### src/rtl/score_keeper.sv
// Flappy Bird score accumulator: 3-digit saturating BCD score, best-score commit at game
// over, registered active-low 7-segment drive. Define HIGH_SCORE_EN for best score + blinking display.
module score_keeper #(
  parameter int BLINK_BITS = 25
) (
  input  logic        clk,
  input  logic        reset,
  input  logic        incr,
  input  logic        Stop,
  input  logic        newGame,
  output logic [11:0] score_bcd,
  output logic [11:0] best_bcd,
  output logic        gameOver,
  output logic [6:0]  hex2,
  output logic [6:0]  hex1,
  output logic [6:0]  hex0
);

  // state  | meaning
  // RUN    | game in play, score counts incr pulses
  // COMMIT | one cycle: best score updated from final score
  // OVER   | score frozen, display alternates score/best

  typedef enum logic [1:0] {RUN, COMMIT, OVER} state_t;

  state_t      state, state_nx;
  logic [11:0] score_nx;
  logic [11:0] score_inc;
  logic [11:0] disp;
  logic        show_best;

  if (BLINK_BITS < 1) begin : g_bad_blink
    $error("BLINK_BITS must be at least 1");
  end

  function automatic logic [6:0] seg7(input logic [3:0] d);
    case (d)
      4'd0:    seg7 = 7'b1000000;
      4'd1:    seg7 = 7'b1111001;
      4'd2:    seg7 = 7'b0100100;
      4'd3:    seg7 = 7'b0110000;
      4'd4:    seg7 = 7'b0011001;
      4'd5:    seg7 = 7'b0010010;
      4'd6:    seg7 = 7'b0000010;
      4'd7:    seg7 = 7'b1111000;
      4'd8:    seg7 = 7'b0000000;
      4'd9:    seg7 = 7'b0010000;
      default: seg7 = 7'b1111111;
    endcase
  endfunction

  // BCD increment with carry, saturating at 999
  always_comb begin
    score_inc = score_bcd;
    if (score_bcd != 12'h999) begin
      if (score_bcd[3:0] != 4'd9) begin
        score_inc[3:0] = score_bcd[3:0] + 4'd1;
      end else begin
        score_inc[3:0] = 4'd0;
        if (score_bcd[7:4] != 4'd9) begin
          score_inc[7:4] = score_bcd[7:4] + 4'd1;
        end else begin
          score_inc[7:4]  = 4'd0;
          score_inc[11:8] = score_bcd[11:8] + 4'd1;
        end
      end
    end
  end

  always_comb begin
    state_nx = state;
    score_nx = score_bcd;
    case (state)
      RUN: begin
        if (newGame)   score_nx = 12'h000;
        else if (incr) score_nx = score_inc;
        if (Stop)      state_nx = COMMIT;
      end
      COMMIT: state_nx = OVER;
      OVER: begin
        if (newGame) begin
          score_nx = 12'h000;
          state_nx = RUN;
        end
      end
      default: state_nx = RUN;
    endcase
  end

  always_ff @(posedge clk or negedge reset) begin
    if (!reset) begin
      state     <= RUN;
      score_bcd <= 12'h000;
    end else begin
      state     <= state_nx;
      score_bcd <= score_nx;
    end
  end

  assign gameOver = (state == OVER);

`ifdef HIGH_SCORE_EN
  logic [BLINK_BITS-1:0] blink_cnt;

  // BCD digits order the same as binary, so a plain magnitude compare suffices
  always_ff @(posedge clk or negedge reset) begin
    if (!reset) begin
      blink_cnt <= '0;
      best_bcd  <= 12'h000;
    end else if (state == COMMIT) begin
      blink_cnt <= '0;
      if (score_bcd > best_bcd) best_bcd <= score_bcd;
    end else if (state == OVER) begin
      blink_cnt <= blink_cnt + 1'b1;
    end
  end

  assign show_best = (state == OVER) && blink_cnt[BLINK_BITS-1];
`else
  assign best_bcd  = 12'h000;
  assign show_best = 1'b0;
`endif

  assign disp = show_best ? best_bcd : score_bcd;

  always_ff @(posedge clk or negedge reset) begin
    if (!reset) begin
      hex2 <= 7'b1000000;
      hex1 <= 7'b1000000;
      hex0 <= 7'b1000000;
    end else begin
      hex2 <= seg7(disp[11:8]);
      hex1 <= seg7(disp[7:4]);
      hex0 <= seg7(disp[3:0]);
    end
  end

endmodule

### config.mk
export PLATFORM = sky130hd
export DESIGN_NAME = score_keeper
export DESIGN_NICKNAME = d
export VERILOG_FILES = /design/src/rtl/score_keeper.sv
export SDC_FILE = /design/constraint.sdc
export NUM_CORES = 1
export LEC_CHECK = 0
export ABC_AREA = 1
export BUFFER_PORTS_ARGS = -buffer_cell sky130_fd_sc_hd__buf_2
export CELL_PAD_IN_SITES_DETAIL_PLACEMENT = 0
export CELL_PAD_IN_SITES_GLOBAL_PLACEMENT = 2
export CORE_ASPECT_RATIO = 0.7
export CORE_MARGIN = 3
export CORE_UTILIZATION = 33
export DETAILED_ROUTE_END_ITERATION = 6
export GPL_ROUTABILITY_DRIVEN = 0
export PLACE_DENSITY = 0.93
export SYNTH_ARGS = -nofsm -noshare
export SYNTH_HDL_FRONTEND = slang
export SYNTH_SLANG_ARGS = --single-unit
export TNS_END_PERCENT = 30
### constraint.sdc
create_clock -name clk -period 2.1 [get_ports clk]
set_input_delay 0.105 -clock clk [delete_from_list [all_inputs] [get_ports clk]]
set_output_delay 0.105 -clock clk [all_outputs]
set_load 0.1 [all_outputs]
==> out/qor.yml, run 1 <==
synth_cell_type_count: 32
max_slew_margin_pct: 47.6
numPortBuffers: 38
layout_setup_ws_ns: 0.490
fin_area_um2: 2230
slew_viol_final: 0
firstDrtPassIters: 4
cts_resized: 0
status: "complete, no violations"
area_growth_syn_to_layout_pct: 15.9
layout.nets: 277
syn_area_per_cell_um2: 8.95
synth_warnings: 0
regToRegEndpoint: "score_bcd[3]"
hold_class: "input pin to flip-flop"
reg2reg_depth: 9
period_needed_ns: 1.61
final_util_pct: 41.1
cts_tree: "built"
setup_viol: 0
worst-path-max-fanout: 7
max_cap_viol_count: 0
hold_viol: 0
ys_seq_area_share_pct: 45.7
required_ns: 2.26
grt_usage_pct: 12.2
grt_start_max_net_pins: 36
tightest_slew_ns: 0.786
clock_skew_ns: 0.00209
die_x_um: 97.3
ant_nets: 0
grt_pass1_vias: 1454
startpoint_type: "flip-flop"
drive_gt1_share_pct: 24.8
synthesis.area_um2: 1920
critPathLaunch: "score_bcd[5]"
n_antenna_cell: 0
ys_ff_latch: 35
overflow: 0
cts_setup_buffers: 0
die_area_um2: 6800
antenna_found_initial: 0
die_y_um: 69.9
core.rowCount: 22
arrival_ns: 1.77
hpwl_mm: 2.86
layout_commonest_cell: "nand2_1"
synth_cells: 215
place_ws_ns: 0.513
end_kind: "flip-flop"
ios: 51
vias_per_cell: 4.42
clock_latency_ns: 0.28
wl_per_cell_um: 11.8
min_period_over_period_pct: 76.7
clk_pin_slew_ns: 0.07
dpl_cell_area_um2: 2140
wl_mm: 3.88
finalSetupTns_ns: 0
ctsHoldBuffers: 1
cts_sinks: 35
core_area_um2: 5420
crit_end: "score_bcd[3]"
drc: 0
r2r_slack_ns: 0.49
initialDrtViolationCount: 59
start_util_pct: 35.5
numCtsBuffers: 5
vias: 1458
grt_pass1_wl_mm: 6.91
cts_buffer_depth: 2
max_freq_mhz: 621
rsz0062_at_grt: "no"
r2r_start: "score_bcd[5]"
path_class: "flip-flop to flip-flop"
final_cell_mix: "nand2_1, buf_2, dfrtp_1"
clock-root-buffer: "clkbuf_8"
cts_max_level: 2
-- Yosys cell counts --
master | number | area [um2]
buf_4 | 12 | 90.1
buf_6 | 1 | 11.3
nand3_1 | 13 | 65.1
inv_4 | 2 | 12.5
nor2_1 | 16 | 60.1
dfstp_2 | 3 | 78.8
nand4_1 | 3 | 18.8
o21ai_1 | 2 | 10.0
conb_1 | 1 | 3.75
nand3_2 | 2 | 20.0
inv_1 | 21 | 78.8
nor3b_1 | 1 | 7.51
xor2_1 | 3 | 26.3
o31ai_1 | 1 | 7.51
a31oi_1 | 1 | 6.26
a22oi_1 | 2 | 15.0
a21oi_4 | 1 | 16.3
nand2_1 | 43 | 161
o21ai_0 | 22 | 110
nand2_4 | 2 | 22.5
a21oi_1 | 3 | 15.0
nand2_2 | 4 | 25.0
nor2_4 | 1 | 11.3
or2_1 | 1 | 6.26
o311ai_0 | 2 | 17.5
dfrtp_1 | 32 | 801
inv_2 | 1 | 3.75
buf_2 | 1 | 5.00
o21ai_2 | 1 | 8.76
ha_1 | 15 | 188
nand3_4 | 1 | 17.5
clkbuf_1 | 1 | 3.75
-- routing by layer --
metal,global-route usage (%),up-vias,share of wire [%]
li1,-,756,-
met1,17.5,667,53
met2,17.8,35,42
met3,4.39,0,5.9
met4,2.46,0,0
met5,0,-,0
-- critical path, cell delays in order (launching register included) --
cell	delay, ns
dfrtp_2	0.45
inv_1	0.14
ha_1	0.20
nand3_2	0.12
nor2_1	0.18
nand2_2	0.11
nand2_2	0.12
nor2_1	0.07
nand2_1	0.05
o21ai_1	0.06
-- flip-flops by register name, summed over array words and instances (netlist names) --
signal     count
hex0           7
hex1           7
hex2           7
score_bcd     12
state          2
-- metrics by stage --
stage               hold WS, ns  cells
global route             0.0484    330
CTS                      0.0288    330
floorplan                -0.191    226
finish                   0.0362    330
global placement          0.222    321
detailed placement        0.234    321
-- layout make-up --
type / count / area, um2
inverter: 24 / 95.1
fill: 560 / 3190
sequential: 35 / 882
multi-input combinational: 152 / 881
clock inverter: 1 / 5.00
timing repair buffer: 39 / 200
clock buffer: 7 / 76.3
tap: 72 / 90.1
-- cell families (layout without fill, tap and decap cells) --
family	count (synthesis)	in the layout	synth area share [%]
AOI/OAI and AO/OA	35	35	10.7
DFF	35	35	45.7
and+or+nand+nor	87	87	21.6
xor gates and xnor gates	3	3	1.37
buffers and inverters	39	71	10.7
other	1	12	0.195
adders and majority gates	15	15	9.75
-- worst min-delay path by stage --
stage,startpoint,to,cells after the start
finish,newGame,state[1],2
detailed placement,reset,hex2[4],1
global placement,reset,hex2[2],1
CTS,newGame,state[1],2
global route,newGame,state[1],2
floorplan,reset,hex0[0],0
Power of run 1 is not shown: default switching activity piles up to over one toggle a cycle in this logic, so the estimate is an artifact.
==> inputs of run 2 (changes only) <==
--- a/config.mk
+++ b/config.mk
@@ -11,10 +11,10 @@
 export CELL_PAD_IN_SITES_GLOBAL_PLACEMENT = 2
 export CORE_ASPECT_RATIO = 0.7
 export CORE_MARGIN = 3
-export CORE_UTILIZATION = 33
+export CORE_UTILIZATION = 31
 export DETAILED_ROUTE_END_ITERATION = 6
 export GPL_ROUTABILITY_DRIVEN = 0
-export PLACE_DENSITY = 0.93
+export PLACE_DENSITY = 0.88
 export SYNTH_ARGS = -nofsm -noshare
 export SYNTH_HDL_FRONTEND = slang
 export SYNTH_SLANG_ARGS = --single-unit
==> constraint.sdc (replaced) <==
create_clock -name clk -period 1.6 [get_ports clk]
set_input_delay 0.08 -clock clk [delete_from_list [all_inputs] [get_ports clk]]
set_output_delay 0.08 -clock clk [all_outputs]
set_load 0.1 [all_outputs]
==> run 2 against run 1 <==
Critical path depth fell by 5. Cell count rose by 4.2%. Sequential share of layout area fell by 1.9 points. First-iteration DRC count fell by 8.5%. Count of clock-buffer cells in the layout rose by 1. Sequential cell count did not move. Setup slack got worse by 0.41 ns. Critical path type is now flip-flop to output pin. Hold slack improved by 0.0098 ns. Via count rose by 4.3%.
==> out/qor.yml, run 2 (synthesis results as in run 1) <==
path_class: "flip-flop to output pin"
r2r_start: "score_bcd[5]"
r2r_slack_ns: 0.10  # -0.39 ns
finalSetupTns_ns: 0  # unchanged
place_inst: 332  # +3.4%
antenna_found_initial: 0  # unchanged
firstDrtPassIters: 4  # unchanged
numCtsBuffers: 5  # unchanged
layout_commonest_cell: "nand2_1"
ant_nets: 0  # unchanged
grt_start_max_net_pins: 36  # unchanged
n_antenna_cell: 0  # unchanged
largest_reg_flops: 12  # unchanged
core_area_um2: 5870  # +8.3%
worst-path-max-fanout: 5  # -2
met2_length_mm: 1.70  # +5.3%
grt_usage_pct: 11.9  # -0.36 points
status: "complete, no violations"
min_period_over_period_pct: 94.9
drive_gt1_share_pct: 33.8  # +9.0 points
clock_skew_ns: 0.00832  # +0.00624 ns
arrival_ns: 1.44  # -0.33 ns
area_growth_syn_to_layout_pct: 25.5
grt_pass1_wl_mm: 6.73  # -2.6%
die_y_um: 71.9  # +2.9%
final_cell_mix: "nand2_1, buf_2, o21ai_0"
slew_viol_final: 0  # unchanged
wl_mm: 4.10  # +5.5%
end_kind: "output pin"
hold_viol: 0  # unchanged
required_ns: 1.52  # -0.74 ns
route.met3.wl_um: 241  # +4.8%
cts_max_level: 2  # unchanged
layout.nets: 288  # +4.0%
finalNonFillerCells: 344  # +4.2%
clock_latency_ns: 0.29  # about the same
cts_sinks: 35  # unchanged
hpwl_mm: 3.04  # +6.5%
regMostFlops: "score_bcd"
grt_pass1_vias: 1385  # -4.7%
overflow: 0  # unchanged
reg2reg_depth: 9  # unchanged
die_area_um2: 7200  # +6.0%
cts_tree: "built"
core.rowCount: 23  # +4.5%
vias_per_cell: 4.42  # about the same
initialDrtViolationCount: 54  # -8.5%
ios: 51  # unchanged
highest_layer: "met4"
crit_end: "gameOver"
m1WireLength_mm: 2.10  # +3.0%
period_needed_ns: 1.52
max_cap_viol_count: 0  # unchanged
max_freq_mhz: 658
hold_class: "input pin to flip-flop"
clock-root-buffer: "clkbuf_8"
drc: 0  # unchanged
die_x_um: 100  # +3.0%
wl_per_cell_um: 11.9  # +1.2%
start_util_pct: 32.8  # -2.7 points
critPathLaunch: "state[0]"
vias: 1520  # +4.3%
clk_pin_slew_ns: 0.07  # about the same
cts_buffer_depth: 2  # unchanged
regToRegEndpoint: "score_bcd[9]"
startpoint_type: "flip-flop"
setup_viol: 0  # unchanged
numPortBuffers: 38  # unchanged
run 2: worst min-delay path by stage:
stage / startpoint / endpoint / slack, ns / depth (start not counted)
2_1_floorplan: reset / hex0[0] / -0.22 / 0
3_3_place_gp: reset / hex2[2] / 0.14 / 2
3_5_place_dp: reset / hex2[3] / 0.16 / 2
4_1_cts: Stop / state[0] / 0.04 / 2
5_1_grt: Stop / state[0] / 0.05 / 2
6_report: Stop / state[0] / 0.05 / 2
run 2: worst max-delay path, stage by stage, from the launching register on:
cell and delay, ns:
dfrtp_1 0.46, inv_2 0.10, nand2_4 0.08, inv_1 0.09
buf_2 0.43
run 2: cell type report:
class | count | area, um2
Fill cell | 605 | 3460
Multi-Input combinational cell | 153 | 933
Sequential cell | 35 | 910
Timing Repair Buffer | 49 | 278
Clock buffer | 8 | 100
Inverter | 24 | 100
Tap cell | 75 | 93.8
run 2: through the flow:
step	worst slack [ns]	instance area [um2]	util [%]	hold slack, ns
after global routing	-0.00251	2410	41.1	0.0465
after detailed placement	0.0657	2250	38.4	0.156
after floorplan	0.00394	2020	-	-0.216
final	0.0813	2410	41.1	0.0460
after global placement	0.0672	2250	38.4	0.141
after CTS	0.0478	2370	40.5	0.0407
run 2: what timing repair did:
action                                  CTS  global route
endpoints found under the setup margin    0            10
setup buffers                             0             1
hold buffers                              2             0
endpoints found under the hold margin    33             0
resized for setup                         0             4
run 2: metal layers:
layer  up-vias  GRT usage [%]
li1        781              -
met1       694           16.7
met2        37           17.1
met3         8           4.03
met4         0           4.04
met5         -              0
Power of run 2 is left out for the same reason.
